**config.mk**
```make
export PLATFORM = sky130hd
export DESIGN_NAME = free_list
export DESIGN_NICKNAME = d
export VERILOG_FILES = /design/src/rtl/free_list.sv
export SDC_FILE = /design/constraint.sdc
export NUM_CORES = 1
export LEC_CHECK = 0
export ABC_AREA = 1
export CORE_UTILIZATION = 60
export DETAILED_ROUTE_END_ITERATION = 10
export GPL_ROUTABILITY_DRIVEN = 0
export PLACE_DENSITY_LB_ADDON = 0.15
export SYNTH_ARGS = -nofsm -noshare
export SYNTH_HDL_FRONTEND = slang
export SYNTH_SLANG_ARGS = --single-unit
```
**constraint.sdc**
```tcl
create_clock -name clk -period 2.55 [get_ports clk]
set_input_delay 0.51 -clock clk [delete_from_list [all_inputs] [get_ports clk]]
set_output_delay 0.51 -clock clk [all_outputs]
set_load 0.005 [all_outputs]
```
**src/rtl/free_list.sv**
```systemverilog
`default_nettype none
// ============================================================================
//  Module      : free_list
//  Description : Physical-register free list for a register-renaming core.
//                A circular buffer of DEPTH physical-register numbers (pd)
//                with three pointers:
//                  head      - next pd handed to rename (speculative)
//                  tail      - where retired old mappings are written back
//                  arch_head - head position as seen by committed state;
//                              a flush rolls head back to it.
//                Each pointer carries one wrap bit above the index. This
//                makes empty (head == tail) and full (tail - head == DEPTH)
//                easy to tell apart.
//
//  Ports       :
//    clk             in   clock, all state updates on rising edge
//    rst_n           in   asynchronous active-low reset
//    free_list_deq   in   rename takes the head pd this cycle
//    free_list_pd    out  pd at head (valid only when free_list_empty = 0)
//    free_list_empty out  no free pd available
//    commit_valid    in   retiring instruction returns commit_old_pd
//    commit_old_pd   in   previous mapping of the retiring rd
//    flush           in   mispredict recovery, head <- arch_head
//    free_count      out  number of free entries, 0..DEPTH
//
//  Revision    : 1.0  initial release
// ============================================================================
module free_list #(
    parameter  int PHYS_REGS = 64,
    // DEPTH must be a power of two so that the pointers wrap modulo
    // 2*DEPTH simply by overflowing.
    parameter  int DEPTH     = 32,
    localparam int PD_W      = $clog2(PHYS_REGS),
    localparam int PTR_W     = $clog2(DEPTH) + 1
) (
    input  logic             clk,
    input  logic             rst_n,
    input  logic             free_list_deq,
    output logic [PD_W-1:0]  free_list_pd,
    output logic             free_list_empty,
    input  logic             commit_valid,
    input  logic [PD_W-1:0]  commit_old_pd,
    input  logic             flush,
    output logic [PTR_W-1:0] free_count
);

    localparam int IDX_W = PTR_W - 1;

    localparam logic [PTR_W-1:0] c_ptr_one   = PTR_W'(1);
    // tail starts one full lap ahead of head: index 0, wrap bit set.
    localparam logic [PTR_W-1:0] c_tail_init = PTR_W'(DEPTH);

    // ------------------------------------------------------------------
    // State
    // ------------------------------------------------------------------
    logic [PD_W-1:0]  r_mem [DEPTH];
    logic [PTR_W-1:0] r_head;
    logic [PTR_W-1:0] r_tail;
    logic [PTR_W-1:0] r_arch_head;

    // ------------------------------------------------------------------
    // Combinational helpers
    // ------------------------------------------------------------------
    logic             w_empty;
    logic             w_deq;
    logic [PTR_W-1:0] w_commit_inc;
    logic [PTR_W-1:0] w_head_nxt;
    logic [IDX_W-1:0] w_head_idx;
    logic [IDX_W-1:0] w_tail_idx;

    assign w_head_idx = r_head[IDX_W-1:0];
    assign w_tail_idx = r_tail[IDX_W-1:0];

    // Empty is judged on registered state only. An entry enqueued this
    // cycle is not visible until the next one, so a deq on an empty list
    // is dropped rather than bypassing commit_old_pd straight through.
    assign w_empty = (r_head == r_tail);

    // A flush overrides any allocation made in the same cycle.
    assign w_deq = free_list_deq & ~w_empty & ~flush;

    assign w_commit_inc = {{(PTR_W-1){1'b0}}, commit_valid};

    // On flush, head returns to the committed position. A commit in the
    // same cycle has already consumed its allocation, so it is counted.
    always_comb begin
        w_head_nxt = r_head;
        if (flush) begin
            w_head_nxt = r_arch_head + w_commit_inc;
        end else if (w_deq) begin
            w_head_nxt = r_head + c_ptr_one;
        end
    end

    // ------------------------------------------------------------------
    // Pointer registers
    // ------------------------------------------------------------------
    always_ff @(posedge clk or negedge rst_n) begin
        if (!rst_n) begin
            r_head      <= '0;
            r_tail      <= c_tail_init;
            r_arch_head <= '0;
        end else begin
            r_head <= w_head_nxt;
            if (commit_valid) begin
                r_tail      <= r_tail + c_ptr_one;
                r_arch_head <= r_arch_head + c_ptr_one;
            end
        end
    end

    // ------------------------------------------------------------------
    // Storage. Reset fills the list with p(DEPTH)..p(2*DEPTH-1): the
    // physical registers not holding an initial architectural mapping.
    // ------------------------------------------------------------------
    always_ff @(posedge clk or negedge rst_n) begin
        if (!rst_n) begin
            for (int i = 0; i < DEPTH; i++) begin
                r_mem[i] <= PD_W'(DEPTH + i);
            end
        end else if (commit_valid) begin
            r_mem[w_tail_idx] <= commit_old_pd;
        end
    end

    // ------------------------------------------------------------------
    // Outputs, all taken from registered state
    // ------------------------------------------------------------------
    assign free_list_pd    = r_mem[w_head_idx];
    assign free_list_empty = w_empty;
    assign free_count      = r_tail - r_head;

endmodule
`default_nettype wire
```
# Word-level counts from Yosys, hierarchy flattened

Cells that the tools add are included.

Register bits after elaboration: 210
Latch bits: 0
Bits in writable memories: 0
ROM bits: 0
Word-level logic and storage cells: 60
Memories kept: 0

$add $sub $neg: 5
Multipliers: 0
Divide/modulo/power cells: 0
Order comparisons: 3
Equal/unequal tests: 1
Shift-type cells: 0
Mux-type cells: 8
Bitwise logic cells: 6
Reduce and logical (&&, ||, !) cells: 2

Operators with widths:

| operator                                                    | count |
|---|---|
| bitwise mux 192 bit                                         | 1 |
| binary-select mux 6 bit (select 5 bit)                      | 1 |
| demux 6 bit (select 5 bit)                                  | 1 |
| two-way mux 6 bit                                           | 5 |
| adder 6 x 1 -> 6 bit (second input constant)                | 3 |
| greater-or-equal comparator 6 bit (second input constant)   | 2 |
| inverter 5 -> 6 bit                                         | 2 |
| adder 6 x 1 -> 6 bit                                        | 1 |
| == test 6 bit                                               | 1 |
| less-than comparator 6 x 1 -> 1 bit (second input constant) | 1 |
| subtractor 6 bit                                            | 1 |
| AND 1 bit                                                   | 2 |
| inverter 1 bit                                              | 2 |
| nonzero test 2 bit                                          | 1 |
| logical AND 1 bit                                           | 1 |

# Logic depth before layout (Yosys ltp)

Depth in word-level cells: 6
Gate-level depth with buffers: 12
Depth with buffers taken out: 9

# Worst setup path after synthesis

No wires, ideal clock.

Kind: reg2out
From: reg r_head[2]
To: out free_count[4]
Arrival time: 1697 ps
Setup slack: 343 ps
Cell stages (with the launch flop): 9
Cell sequence: dfrtp_1 buf_2 inv_1 clkbuf_1 ha_1 nand2_1 nor2_1 a211oi_1 xnor2_1

Cells in the longest elaborated chain, start to end: 1

Ends and longest elaborated chain:

| what                     | line | source |
|---|---|---|
| start: declaration       | 57   | `logic [PTR_W-1:0] r_head;` |
| start signal: assignment | 104  | `r_head <= w_head_nxt;` |
| subtractor 6 bit         | 131  | `assign free_count = r_tail - r_head;` |
| end: declaration         | 44   | `output logic [PTR_W-1:0] free_count` |

Every way passes these cells.

# Worst setup path in the final report

From: reg r_head[0]
To: out free_list_pd[4]

Cells in the longest elaborated chain, start to end: 4

Ends and longest elaborated chain:

| what                                                 | line | source |
|---|---|---|
| inverter 5 -> 6 bit (not written as such)            | 129  | `assign free_list_pd = r_mem[w_head_idx];` |
| binary-select mux 6 bit (select 5 bit)               | 129  |  |
| two-way mux 6 bit (not written as such) (2 in a row) | 129  |  |
| end: declaration                                     | 39   | `output logic [PD_W-1:0] free_list_pd,` |

Every way passes these cells. The select of a mux whose other input is x is not followed.

==> flow_summary.yaml <==
timing:
  worstMarginPinSlew_ns: 0.483
  rsz0062_at_grt: "yes"
  fin_crit_sh_pct: 107
  slew_viol_final: 0
  tns_ns: -1.13
  period_minus_slack_ns: 2.73
  fmax_ghz: 0.366
  hold_violations: 0
  relSlewSlack_pct: 67.7
  finClkSkew_ns: 0.0298
  setup_slack_ns: -0.182
  finalSetupViolCount: 10
logic_synthesis:
  ys_seq_elements: 210
  synth_cells: 1378
  synth.cell_area_um2: 10700
  synth_cell_types: 34
  yosysSeqAreaShare_pct: 50.3
  syn-num-nets: 1403
  synth_warnings: 0
  syn_area_per_cell_um2: 7.78
finish:
  area_delta_synth_final_pct: 21.7
  final_nets: 1433
  fin_cells: 1650
  seq_area_um2: 5400
  diodes: 0
  post-route-util_pct: 75.2
  nFillCells: 1282
  drive_gt1_share_pct: 27.6
  multiInputGateArea_um2: 4930
clocking:
  worstSkewPairLatency_ns: 0.53
  cts_tree: "yes"
  h-tree-depth: 1
  cts.sinks: 210
  clockBufferDepth: 3
  cts_buffers: 23
  clkTransAtPathRegs_ns: 0.06
  ctsRootBufferMaster: "clkbuf_16"
grt:
  grt_first_pass_wirelength_mm: 46.7
  overflow: 0
  grt.total_usage_pct: 33.0
  antenna_found_initial: 0
  grt_pass1_vias: 8863
  grt_max_degree: 58
setup_path:
  crit_arrival_ns: 2.22
  end_kind: "output pin"
  rr_endpoint: "r_head[0]$_DFFE_PN0P_"
  required_ns: 2.04
  cp-start-kind: "flip-flop"
  rrSetupSlack_ns: 0.36
  worstRegToRegCells: 9
  slowest_delay_ns: 0.55
  worstPathCellList: "buf_12 > buf_16 > o211ai_1 > nand3_1 > nand3_2 > nand2_4 > nand2_2 > inv_1 > clkbuf_2"
  path_class: "flip-flop to output pin"
  cp_slowest_cell: "dfrtp_4"
  r2r_start: "r_head[0]$_DFFE_PN0P_"
  crit_fanout: 7
hold_path:
  hold_path.class: "flip-flop to flip-flop"
  min_delay_worst_endpoint: "r_mem[41]$_DFFE_PN1P_"
  min_from: "r_mem[41]$_DFFE_PN1P_"
  whs_path_depth: 2
route:
  wl_mm: 30.8
  via_count: 9583
  postRouteAntennaNets: 0
  drtPass1Iterations: 7
  post-route-drc-count: 0
  drt_iter0_markers: 947
  wl_per_cell_um: 18.6
  vias_per_cell: 5.81
die:
  start_util_pct: 61.8
  die_area_um2: 18400
  row_count: 48
  die_h_um: 136
  core_um2: 17400
  die_x_um: 136
  io-pin-count: 24
power:
  power.total_mw: 16.5
  power_leakage_nw: 5.91
  powerDensity_nw_per_um2: 1260
  vdd_drop_max_v: 0.000726
flow_run:
  maxCapViolCount: 0
outcome:
  status: "finished with violations"
  violations: "setup timing"
place:
  portBuffers: 23
  pre_cts_ws_ns: 0.0276
  dp_cells: 1576
  dpl.hpwl_mm: 16.7
cells in the final DEF, fill, tap and decap left out, types with 4 or more instances in the layout:
cell type and instances:
clkbuf_2 6, buf_6 6, xor2_1 10, inv_1 121, clkbuf_8 5, dfstp_2 113
nand2_4 7, inv_2 8, nand3_2 48, clkbuf_1 10, nor2_2 9, xnor2_1 6
ha_1 8, clkbuf_16 30, a21oi_2 11, buf_12 11, o21ai_0 163, o21ai_2 19
nand3_1 76, dfrtp_1 95, clkdlybuf4s50_1 10, ha_4 5, o211ai_1 7, nand2_1 474
nor2_1 15, nand2_2 42, buf_4 41, o21ai_1 20, buf_16 7, buf_2 4
report_power, final:
group	internal (mW)	total, mW	switching, mW
logic	3.05	7.47	4.42
clock network	1.99	3.34	1.35
registers	4.95	5.68	0.733
total	9.99	16.5	6.50
metrics by stage:
stage	cell area, µm²	hold slack [ns]
6_report	13100	0.477
4_1_cts	12600	0.476
3_3_place_gp	11200	0.461
2_1_floorplan	10700	0.214
5_1_grt	13100	0.492
3_5_place_dp	11200	0.467
layer usage:
| metal | GRT usage, % | wire (µm) | up-vias |
|---|---|---|---|
| met4 | 16.6 | 1450 | 0 |
| met2 | 51.6 | 14300 | 505 |
| li1 | - | - | 4418 |
| met3 | 5.69 | 2630 | 128 |
| met5 | 0 | 0 | - |
| met1 | 44.2 | 12300 | 4532 |
worst max-delay path, delay by kind of cell, from the launching register on:
family,cells,cell delay (ns)
flops,1,0.55
buf+inv,4,0.47
simple gates,4,0.40
compound gates,1,0.28
cell usage after synthesis (all sizes together):
cell type / n / area [µm²]
nand2: 523 / 1960
o21ai: 202 / 1080
inv: 130 / 488
nand3: 124 / 621
dfstp: 113 / 2970
dfrtp: 97 / 2430
buf: 57 / 333
clkbuf: 36 / 136
nor2: 27 / 116
a21oi: 13 / 65.1
ha: 13 / 163
xor2: 10 / 87.6
o211ai: 7 / 52.6
xnor2: 7 / 61.3
nor3: 5 / 52.6
nand4: 3 / 18.8
clkinv: 2 / 7.51
nand3b: 2 / 15.0
a211oi: 1 / 7.51
a21o: 1 / 7.51
a31oi: 1 / 6.26
fa: 1 / 20.0
mux2: 1 / 11.3
nor3b: 1 / 7.51
o21bai: 1 / 7.51
sequential cells by signal (all words and copies together), names as in the netlist:
signal / flops
r_mem: 192
r_arch_head: 6
r_head: 6
r_tail: 6
kinds of logic (layout without fill, tap and decap cells):
| family | Yosys count | in the layout | synth area share [%] |
|---|---|---|---|
| AO/OA/AOI/OAI | 226 | 226 | 11.5 |
| XOR/XNOR | 17 | 17 | 1.39 |
| adder cells (fa/ha/maj) | 14 | 14 | 1.70 |
| buffers and inverters | 225 | 272 | 8.99 |
| flip-flops | 210 | 210 | 50.3 |
| multiplexers | 1 | 1 | 0.105 |
| AND/OR/NAND/NOR | 685 | 685 | 26.0 |
area by class of cell:
cell class	count	share of cell area [%]
clock buffers	37	5.12
clock inverters	5	0.604
inverters	132	3.89
multi-input cells	943	37.8
flip-flops and latches	210	41.4
well taps	225	2.16
repair buffers	98	9.08
worst max path at each step:
stage                               start              end  cells after the start
finish              r_head[0]$_DFFE_PN0P_  free_list_pd[4]                      9
global route        r_head[0]$_DFFE_PN0P_  free_list_pd[4]                      9
CTS                 r_head[0]$_DFFE_PN0P_  free_list_pd[4]                      9
detailed placement  r_head[0]$_DFFE_PN0P_  free_list_pd[0]                     11
global placement    r_head[0]$_DFFE_PN0P_  free_list_pd[0]                     11
floorplan           r_head[2]$_DFFE_PN0P_    free_count[4]                      8
repair_timing:
action | in CTS | in global routing
hold endpoints to repair | 27 | 0
setup endpoints to repair | 12 | 12
cloned | 9 | 9
gates resized for setup | 93 | 113
pin swaps | 33 | 66
hold buffers | 1 | 0
setup buffers | 16 | 3
Note: power is estimated with default switching activity, not from simulation.
